[src/rtl/skaner_pkg.sv]
// Shared types and helpers for the bit-scanner: FSM states, index width
// helper and the zero index used when no set bit exists.
package skaner_pkg;

    typedef enum logic [1:0] {
        IDLE  = 2'd0,
        SCAN  = 2'd1,
        EMPTY = 2'd2
    } t_stan;

    // Width needed to hold any bit position of a word of the given size.
    function automatic int idx_w(input int bits);
        return $clog2(bits);
    endfunction

    localparam int ZERO_IDX = 0;

endpackage

[src/rtl/skaner_bitow_najnizszy_bit.sv]
// Combinational lowest-set-bit finder for the residual word of the scanner.
// Reports the position of the lowest 1, whether any bit is set, and whether
// at most one bit is set (so the caller knows this index is the final one).
module najnizszy_bit
    import skaner_pkg::*;
#(
    parameter int BITS  = 32,
    parameter int IDX_W = idx_w(BITS)
) (
    input  logic [BITS-1:0]  residual,
    output logic [IDX_W-1:0] low_idx,
    output logic             any_set,
    output logic             single_set
);

    // Priority search from the top down so the lowest set bit wins last.
    always_comb begin
        low_idx = IDX_W'(ZERO_IDX);
        for (int i = BITS - 1; i >= 0; i--) begin
            if (residual[i]) begin
                low_idx = i[IDX_W-1:0];
            end
        end
    end

    // Population flags: clearing the lowest bit leaves zero only when at
    // most one bit was set.
    always_comb begin
        any_set    = |residual;
        single_set = ((residual & (residual - BITS'(1))) == '0);
    end

endmodule

[src/rtl/skaner_bitow.sv]
// Sequential bit scanner: accepts a word and emits the index of each set
// bit, lowest first, one per output handshake. A zero word produces a
// single beat flagged with o_error.
module skaner_bitow
    import skaner_pkg::*;
#(
    parameter int BITS  = 32,
    parameter int IDX_W = idx_w(BITS)
) (
    input  logic            i_clk,
    input  logic            i_rst,
    input  logic [BITS-1:0] i_arg_A,
    input  logic            i_valid,
    output logic            o_ready,
    output logic [BITS-1:0] o_index,
    output logic            o_last,
    output logic            o_error,
    output logic            o_valid,
    input  logic            i_ready
);

    t_stan           state_q, state_d;
    logic [BITS-1:0] residual_q, residual_d;

    logic [IDX_W-1:0] low_idx;
    logic             any_set;
    logic             single_set;

    najnizszy_bit #(
        .BITS  (BITS),
        .IDX_W (IDX_W)
    ) u_najnizszy_bit (
        .residual   (residual_q),
        .low_idx    (low_idx),
        .any_set    (any_set),
        .single_set (single_set)
    );

    // Outputs come only from state and residual so they never ripple from
    // the handshake inputs; o_valid depends on state alone.
    always_comb begin
        o_ready = 1'b0;
        o_valid = 1'b0;
        o_index = '0;
        o_last  = 1'b0;
        o_error = 1'b0;
        case (state_q)
            IDLE: begin
                o_ready = 1'b1;
            end
            SCAN: begin
                o_valid = 1'b1;
                o_index = {{(BITS-IDX_W){1'b0}}, low_idx};
                o_last  = single_set && any_set;
            end
            EMPTY: begin
                o_valid = 1'b1;
                o_last  = 1'b1;
                o_error = 1'b1;
            end
            default: begin
                o_ready = 1'b0;
            end
        endcase
    end

    // Next-state logic: load on accept, strip the lowest bit on each output
    // handshake, return to IDLE after the final beat (no same-cycle reload).
    always_comb begin
        state_d    = state_q;
        residual_d = residual_q;
        case (state_q)
            IDLE: begin
                if (i_valid) begin
                    residual_d = i_arg_A;
                    state_d    = (i_arg_A != '0) ? SCAN : EMPTY;
                end
            end
            SCAN: begin
                if (i_ready) begin
                    residual_d = residual_q & (residual_q - BITS'(1));
                    if (single_set) begin
                        state_d = IDLE;
                    end
                end
            end
            EMPTY: begin
                if (i_ready) begin
                    state_d = IDLE;
                end
            end
            default: begin
                state_d    = IDLE;
                residual_d = '0;
            end
        endcase
    end

    // State registers; reset aborts any scan in progress.
    always_ff @(posedge i_clk) begin
        if (i_rst) begin
            state_q    <= IDLE;
            residual_q <= '0;
        end else begin
            state_q    <= state_d;
            residual_q <= residual_d;
        end
    end

endmodule
[config.mk]
export PLATFORM = sky130hd
export DESIGN_NAME = skaner_bitow
export DESIGN_NICKNAME = d
export VERILOG_FILES = /design/src/rtl/skaner_pkg.sv /design/src/rtl/skaner_bitow_najnizszy_bit.sv /design/src/rtl/skaner_bitow.sv
export SDC_FILE = /design/constraint.sdc
export NUM_CORES = 1
export LEC_CHECK = 0
export BUFFER_PORTS_ARGS = -buffer_cell sky130_fd_sc_hd__buf_4
export CORE_MARGIN = 4
export CORE_UTILIZATION = 35
export DETAILED_ROUTE_END_ITERATION = 6
export PLACE_DENSITY = 0.62
export SLEW_MARGIN = 15
export SYNTH_ARGS = -nofsm -noshare
export SYNTH_HDL_FRONTEND = slang
export SYNTH_SLANG_ARGS = --single-unit
[constraint.sdc]
create_clock -name i_clk -period 3.2 [get_ports i_clk]
set_clock_uncertainty 0.1 [all_clocks]
set_input_delay 0 -clock i_clk [delete_from_list [all_inputs] [get_ports i_clk]]
set_output_delay 0 -clock i_clk [all_outputs]
set_load 0.03 [all_outputs]
==> results.md, run 1 <==
- I/O pin count: 72
- Delay-heaviest family, CP: simple AND/OR/NAND/NOR gates
- Pwr dens: 790 nW/um^2
- Routed Antenna Nets: 0
- Non-filler instance count after layout: 533
- Root buf cell: clkbuf_8
- Hold slack: 0.0173 ns
- DR iter-0 viols: 292
- Fill cells: 702
- Final max-slew violation count: 0
- CTS tree: yes
- DRC viols: 0
- Max FO, Critical Path: 8
- Routability cong.: 0.899
- Initial antenna violation count: 0
- Number of synthesized flops with an enable pin: 0
- Layout cells sized above 1: 18.3%
- Worst Setup End Kind: output port
- Core area: 6910 sq um
- Final instance area: 3330 sq um
- Nets: 475
- Hold Startpoint: i_rst
- Pre-CTS setup slack: 0.164 ns
- Reg2Reg Depth: 7
- Starting density of the core: 36.5%
- Critical path class: register to output port
- Cell row count: 30
- TritonCTS Sinks: 34
- Die width: 92.8 um
- Worst EP required: 3.10 ns
- Ys async rst share: 0%
- Post-synth top area cell: dfxtp_1
- Yosys cell types: 53
- Worst Path Arrival: 3.11 ns
- Vias after detailed routing: 2915
- First-pass GRT wire length: 13.4 mm
- Setup WS post-layout: -0.00855 ns
- Ys Warns: 0
- Failing checks: negative setup slack
- Setup Viol. Count Final: 1
- Seq/Total Area, Yosys: 27.0%
- CTS Buf Count: 5
- Clock transition at the registers of the reported paths: 0.07 ns
- Initial DRT Pass Iterations: 5
- Flop2flop setup slack: 0.19 ns
- Reg2Reg Launch Point: residual_q[14]
- Bufs on Longest Clock Path: 2
- Crit path launch type: register
- DP Cell Count: 493
- H-tree depth: 2
- Area Overhead vs Synth: 32.4%
- Hold path endpoint: residual_q[20]
- Seq cells post-synth: 34
- Synthesized instance count: 362
- Clock latency at the later pin of the worst-skew pair: 0.29 ns
- Worst path depth: 9
- Synthesized area per cell: 6.96 sq um
- Minimum clock period: 3.21 ns
- WP buf/inv: 1
- Slowest stage delay, CP: 0.62 ns
- Crit-path cells: or4_4, or4b_4, nor4_1, o22ai_1, nor3_1, nand4_1, nor3_2, o21a_1, buf_4
- Port bufs: 44
- Die height: 92.8 um
- RSZ-0062 raised after global routing: true
- DRT Wirelength: 8.51 mm
- Fin crit share: 100%
- Highest Clock Rate: 312 MHz
- RR Endpoint: state_q[1]
- # diodes: 0
- Hpwl dp: 6.00 mm
- Top_reg_cell synth: dfxtp_1
- Drt via density: 5.47
- Share of the synthesized area in the top cell type: 27.0%
- Relative slew slack: 58.5%
- Total grt overflow: 0
- Leak Pwr: 1.40 nW
- Max cap viols: 0
- Top cells by area in the synthesized netlist: dfxtp_1, buf_4, nor2_1
- Die Footprint: 8620 sq um
- Total GRT Usage: 19.6%
- WHS Path Cells: 2
- Status: finished, violations left
- Vias in the first global route: 2703
- Syn Std Cell Area: 2520 sq um
- Fin. Hold Viols: 0
- Hold Path Class: input port to register
- Largest net degree at the start of global routing: 37
- Worst setup path startpoint: residual_q[14]
- Critical path's slowest cell: or4b_4
- Placed inst area: 2900 sq um
- Avg WL per Cell: 16.0 um
- Worst-Margin Slew: 0.617 ns
- Maximum vdd drop: 0.447 mV
through the flow:
| stage | setup TNS, ns | power, mW | util, % |
|---|---|---|---|
| floorplan | 0 | 1.75 | - |
| global placement | 0 | 2.21 | 42.0 |
| detailed placement | 0 | 2.22 | 42.0 |
| CTS | 0 | 2.61 | 48.1 |
| global route | -0.0888 | 2.84 | 48.3 |
| finish | -0.00855 | 2.63 | 48.3 |
layer usage:
layer,routed length (um),track usage [%]
met5,0,0
met4,161,6.59
met3,749,4.39
met2,3890,30.3
met1,3710,26.7
registers in the layout (all words and copies together), names as in the netlist:
| signal | count |
|---|---|
| residual_q | 32 |
| state_q | 2 |
cell type report:
| class | instances | area [sq um] | area share (%) |
|---|---|---|---|
| Tap cell | 96 | 120 | 3.60 |
| Sequential cell | 34 | 682 | 20.5 |
| Clock buffer | 7 | 86.3 | 2.59 |
| Inverter | 11 | 41.3 | 1.24 |
| Clock inverter | 1 | 5.00 | 0.150 |
| Multi-Input combinational cell | 292 | 1620 | 48.6 |
| Timing Repair Buffer | 92 | 781 | 23.4 |
logic make-up after synthesis:
kind of cell / after synthesis / synth area share (%)
DFF: 34 / 27.0
muxes: 2 / 0.795
and+or+nand+nor: 150 / 28.3
buffers and inverters: 62 / 13.7
adders and majority gates: 5 / 2.33
AOI/OAI and AO/OA: 108 / 27.8
other: 1 / 0.149
cell usage after synthesis, types with 2 or more instances:
cell type / instances
nor2b_1: 2
nor4_1: 17
nand2_1: 40
a211o_1: 3
o21bai_1: 3
nand3b_1: 2
o31a_1: 4
nand2b_1: 2
dfxtp_1: 34
inv_1: 11
buf_4: 27
a21boi_0: 2
o221ai_1: 2
mux2i_1: 2
o31ai_1: 4
buf_2: 2
nor2_1: 52
a21o_1: 2
a22oi_1: 20
nand4_1: 4
nand3_1: 8
nor3_1: 10
or4_1: 2
o21ai_0: 29
or3_1: 4
a2bb2oi_1: 3
ha_1: 3
clkbuf_1: 20
a21oi_1: 24
worst max-delay path by stage:
stage | slack [ns] | end
2_1_floorplan | 0.14 | state_q[0]
3_3_place_gp | 0.20 | state_q[0]
3_5_place_dp | 0.16 | state_q[0]
4_1_cts | 0.003 | o_last
5_1_grt | -0.09 | o_last
6_report | -0.009 | o_last
power breakdown:
part	leakage [nW]	total, mW	internal, mW	switching, mW
clock network	0.0482	0.338	0.174	0.165
logic	1.08	1.63	0.674	0.957
registers	0.280	0.664	0.520	0.144
what timing repair did:
item | in CTS | in global routing
hold buffers | 31 | 0
pin swaps | 1 | 0
gates resized for setup | 4 | 2
setup buffers | 1 | 0
endpoints found under the setup margin | 1 | 1
endpoints found under the hold margin | 31 | 0
placed cells by master (no fill, tap or decap), types with 7 or more instances in the layout:
cell | netlist | layout
a21oi_1 | 24 | 24
a22oi_1 | 20 | 20
buf_4 | 27 | 60
conb_1 | 1 | 27
dfxtp_1 | 34 | 33
dlygate4sd3_1 | 0 | 31
inv_1 | 11 | 11
nand2_1 | 40 | 40
nand3_1 | 8 | 8
nor2_1 | 52 | 52
nor3_1 | 10 | 7
nor4_1 | 17 | 16
o21ai_0 | 29 | 29
No activity file was read; power rests on OpenSTA's default activity.
==> run 2: changes to the inputs <==
==> constraint.sdc (replaced) <==
create_clock -name i_clk -period 3.2 [get_ports i_clk]
set_clock_uncertainty 0.1 [all_clocks]
set_input_delay 0.64 -clock i_clk [delete_from_list [all_inputs] [get_ports i_clk]]
set_output_delay 0.64 -clock i_clk [all_outputs]
set_load 0.03 [all_outputs]
==> run 2 against run 1 <==
- the flow still finishes with violations (negative setup slack)
- die area is the same
- first-iteration DRC count is 8.6% lower
- final cell count increased by 0.19%
- routed wire length up 3.0%
- largest cell class unchanged
- highest routed layer unchanged
==> results.md, run 2 (same netlist as run 1, synthesis figures left out) <==
- Status: finished, violations left
- Failing checks: negative setup slack
- Worst setup path startpoint: residual_q[15]
- Highest Clock Rate: 264 MHz
- # diodes: 0
- Root buf cell: clkbuf_8
- Vias in the first global route: 2730
- Fin crit share: 118%
- Pwr dens: 872 nW/um^2
- Area Overhead vs Synth: 32.6%
- Worst Setup End Kind: output port
- WP buf/inv: 1
- DRT Wirelength: 8.77 mm
- Reg2Reg Depth: 11
- Routed Antenna Nets: 0
- Max cap viols: 0
- Worst EP required: 2.46 ns
- Top reg by flops: residual_q
- DR iter-0 viols: 267
- Total GRT Usage: 20.1%
- Critical path class: register to output port
- Die height: 92.8 um
- Hold Path Class: register to register
- RR Endpoint: state_q[0]
- Max FO, Critical Path: 5
- Critical path's slowest cell: or4b_4
- Largest net degree at the start of global routing: 37
- Fill cells: 735
- Setup_tns: -0.582 ns
- Core area: 6910 sq um
- Power Total: 2.91 mW
- H-tree depth: 2
- Delay-heaviest family, CP: simple AND/OR/NAND/NOR gates
- Clock latency at the later pin of the worst-skew pair: 0.30 ns
- Die width: 92.8 um
- Hpwl dp: 6.56 mm
- CTS tree: yes
- Max reg flops: 32
- Hold Buf Count CTS: 0
- Setup Viol. Count Final: 1
- Leak Pwr: 1.46 nW
- Fin. Hold Viols: 0
- Die Footprint: 8620 sq um
- Slowest stage delay, CP: 0.61 ns
- Total grt overflow: 0
- Flop2flop setup slack: 0.04 ns
- Cell row count: 30
- Clock transition at the registers of the reported paths: 0.08 ns
- Routability cong.: 0.952
- Vias after detailed routing: 2956
- Maximum vdd drop: 0.549 mV
- Layout cells sized above 1: 27.2%
- I/O pin count: 72
- RSZ-0062 raised after global routing: true
- Nets: 476
- DRC viols: 0
- Most common cell after layout, fill and taps aside: buf_4
- Most frequent cells in the layout: buf_4, nor2_1, nand2_1
- Largest regs: residual_q: 32 flops, state_q: 2 flops
- Reg2Reg Launch Point: residual_q[15]
- Worst Path Arrival: 3.04 ns
- CTS Buf Count: 5
- First-pass GRT wire length: 13.9 mm
- Worst path depth: 8
- Final max-slew violation count: 0
- Avg WL per Cell: 16.4 um
- Minimum clock period: 3.78 ns
- Initial DRT Pass Iterations: 5
- Port bufs: 44
- Drt via density: 5.54
- Bufs on Longest Clock Path: 2
- TritonCTS Sinks: 34
- Starting density of the core: 36.5%
- Crit-path cells: or4_4, or4b_4, or2_4, maj3_2, o31a_1, nor3_2, o21a_2, buf_6
- Pre-CTS setup slack: -0.373 ns
- Crit path launch type: register
- Setup WS post-layout: -0.582 ns
- Initial antenna violation count: 0
- Crit path to: o_last
-- run 2: how the worst min path moves through the flow --
stage                          end  depth (start not counted)  slack (ns)           start
finish              residual_q[30]                          2        0.41  residual_q[30]
detailed placement      state_q[1]                          2        0.39      state_q[1]
CTS                 residual_q[30]                          2        0.40  residual_q[30]
floorplan           residual_q[30]                          2        0.36  residual_q[30]
global placement        state_q[0]                          2        0.39      state_q[0]
global route            state_q[1]                          2        0.44      state_q[1]
-- run 2: layer usage --
metal | track usage, % | part of all wire [%] | vias up
met5 | 0 | 0 | -
met4 | 8.06 | 2.7 | 0
met3 | 3.33 | 9.3 | 23
met2 | 31.0 | 44 | 168
met1 | 27.7 | 44 | 1364
li1 | - | - | 1401
-- run 2: layout make-up --
| type | instances | area (sq um) | share of cell area (%) |
|---|---|---|---|
| Timing Repair Buffer | 93 | 726 | 21.7 |
| Tap cell | 96 | 120 | 3.60 |
| Clock buffer | 5 | 68.8 | 2.06 |
| Multi-Input combinational cell | 292 | 1660 | 49.6 |
| Inverter | 11 | 41.3 | 1.24 |
| Sequential cell | 34 | 683 | 20.5 |
| Clock inverter | 3 | 45.0 | 1.35 |
-- run 2: report_power, final --
part / internal [mW] / total (mW) / switching [mW]
Sequential: 0.520 / 0.598 / 0.0775
Combinational: 0.800 / 1.90 / 1.10
Clock: 0.232 / 0.413 / 0.181
Total: 1.55 / 2.91 / 1.36
-- run 2: worst reg2reg max path, delay by kind of cell, from the launching register on --
kind                   cells  cell delay, ns
AO/OA/AOI/OAI              2            0.39
flip-flops                 1            0.32
buffers and inverters      3            0.45
multiplexers               1            0.14
AND/OR/NAND/NOR            5            1.64
-- run 2: metrics by stage --
stage	utilization [%]	area [sq um]	std cells	hold slack [ns]
finish	48.4	3340	534	0.408
global route	48.4	3340	534	0.435
CTS	47.6	3290	531	0.402
detailed placement	45.1	3120	521	0.393
global placement	45.1	3120	521	0.391
floorplan	-	2630	388	0.359
-- run 2: repair_timing --
| item | CTS | global route |
|---|---|---|
| endpoints found under the setup margin | 1 | 5 |
| pin swaps | 4 | 3 |
| resized for setup | 8 | 8 |
| buffers inserted | 2 | 3 |
==> run 3: changes to the inputs <==
CORE_MARGIN = default   (was 4)
CORE_UTILIZATION = 45   (was 35)
PLACE_DENSITY = 0.75   (was 0.62)
==> run 3 against run 2 <==
- the flow still finishes with violations (negative setup slack)
- combinational power shrank 4%
- flip-flop and latch count is the same
- cell area shrank 3.1%
- final cell count shrank 6.0%
- total power shrank 2.7%
- first-iteration DRC count grew 28%
- clock power shrank 3%
- die area shrank 32%
- highest routed layer unchanged
- critical endpoint unchanged
- utilization grew 13 points
- hold slack gained 0.0032 ns
==> results.md, run 3 (same netlist as run 1, synthesis figures left out) <==
- Total GRT Usage: 27.8%
- Hold Buf Count CTS: 0
- Setup WS post-layout: -0.639 ns
- Largest net degree at the start of global routing: 37
- TritonCTS Sinks: 34
- First-pass GRT wire length: 13.0 mm
- I/O pin count: 72
- Power Internal: 1.50 mW
- Hpwl dp: 5.89 mm
- Max reg flops: 32
- Logic pwr share: 64.6%
- Port bufs: 44
- Maximum vdd drop: 0.704 mV
- Failing checks: negative setup slack
- Sw Share: 47.0%
- Crit path launch type: register
- Top reg by flops: residual_q
- Bufs on Longest Clock Path: 2
- Hold Path Class: register to register
- Initial DRT Pass Iterations: 5
- Root buf cell: clkbuf_8
- Clock latency at the later pin of the worst-skew pair: 0.30 ns
- Most frequent cells in the layout: buf_4, nor2_1, nand2_1
- Highest Clock Rate: 260 MHz
- DRC viols: 0
- Initial antenna violation count: 0
- Final max-slew violation count: 0
- Die width: 76.8 um
- Crit-path cells: or4_4, or4b_4, or2_4, maj3_2, o31a_1, nor3_2, o21a_2, buf_6
- Worst Path Arrival: 3.10 ns
- Area Overhead vs Synth: 28.5%
- Worst EP required: 2.46 ns
- Critical path class: register to output port
- RSZ-0062 raised after global routing: true
- DP Cell Count: 492
- Die height: 76.8 um
- Total grt overflow: 0
- Largest regs: residual_q: 32 flops, state_q: 2 flops
- Fin crit share: 120%
- Critical path's slowest cell: or4b_4
- Fin. Hold Viols: 0
- Max cap viols: 0
- Die Footprint: 5900 sq um
- Setup Viol. Count Final: 2
- DRT Wirelength: 8.06 mm
- Avg WL per Cell: 16.0 um
- Routed Antenna Nets: 0
- Status: finished, violations left
- Routability cong.: 0.978
- Worst Setup End Kind: output port
- Non-filler instance count after layout: 502
- Max FO, Critical Path: 5
- Layout cells sized above 1: 25.5%
- Worst-Margin Slew: 0.532 ns
- Psw: 1.33 mW
- Vias in the first global route: 2646
- Most common cell after layout, fill and taps aside: buf_4
- Reg power frac: 21.3%
- Pwr dens: 876 nW/um^2
- Slowest stage delay, CP: 0.61 ns
- Fill cells: 510
- CTS tree: yes
- Clock network power share: 14.1%
- DR iter-0 viols: 343
- Minimum clock period: 3.84 ns
- Vias after detailed routing: 2981
- Nets: 470
- CTS Buf Count: 5
- Hold slack: 0.412 ns
- Clock transition at the registers of the reported paths: 0.07 ns
- Cell row count: 26
- Leak Pwr: 1.42 nW
- # diodes: 0
- Core area: 5240 sq um
- H-tree depth: 2
- Starting density of the core: 48.1%
- Drt via density: 5.94
- Relative slew slack: 64.2%
==> run 3: changes by cell type in the layout (fill, tap and decap cells not counted), sizes merged <==
cell,change
buf,-6
==> run 3: per-stage QoR <==
step	setup TNS, ns	setup WS (ns)	cell area [sq um]	util (%)	power, mW
after floorplan	-0.288	-0.288	2630	-	1.77
after global placement	-0.320	-0.320	3050	58.2	2.28
after detailed placement	-0.343	-0.343	3050	58.2	2.31
after CTS	-0.548	-0.544	3220	61.5	2.77
after global routing	-0.834	-0.682	3240	61.8	3.04
final	-0.678	-0.639	3240	61.8	2.83
==> run 3: final cells by class <==
class	instances	area (sq um)	share of cell area (%)
timing repair buffer	87	664	20.5
clock buffer	5	68.8	2.13
multi-input combinational	292	1650	50.9
inverter	11	41.3	1.28
clock inverter	3	45.0	1.39
sequential	34	682	21.1
tap	70	87.6	2.71
==> run 3: path summary, 6_finish.rpt <==
path	from	endpoint	slack, ns	cells after the start
setup / recovery	residual_q[13]	o_last	-0.64	8
hold / removal	residual_q[30]	residual_q[30]	0.41	2
setup reg to reg	residual_q[13]	state_q[1]	0.20	7
hold reg to reg	residual_q[30]	residual_q[30]	0.41	2
==> run 3: power by group through the flow <==
stage | Combinational (mW) | Clock [mW] | Sequential [mW]
after floorplan | 1.16 | 0 | 0.603
after global placement | 1.68 | 0 | 0.602
after detailed placement | 1.70 | 0 | 0.606
after CTS | 1.77 | 0.404 | 0.598
after global routing | 1.99 | 0.428 | 0.614
final | 1.83 | 0.400 | 0.603
==> run 3: metal layers <==
metal / wire (um) / global-route usage, % / vias to the layer above
met5: 0 / 0 / -
met4: 218 / 11.3 / 0
met3: 618 / 5.83 / 21
met2: 3640 / 42.7 / 170
met1: 3580 / 37.6 / 1399
li1: - / - / 1391
==> run 3: worst max-delay path: cells and delay by family, from the launching register on <==
| kind | cells | cell delay [ns] |
|---|---|---|
| buf+inv | 1 | 0.12 |
| simple gates | 4 | 1.64 |
| compound gates | 2 | 0.42 |
| fa+ha+maj | 1 | 0.30 |
| flops | 1 | 0.31 |
==> run 3: repair_timing <==
action | CTS | global route
gates resized for setup | 10 | 2
buffers inserted | 1 | 1
endpoints found under the setup margin | 1 | 2
pin swaps | 6 | 5
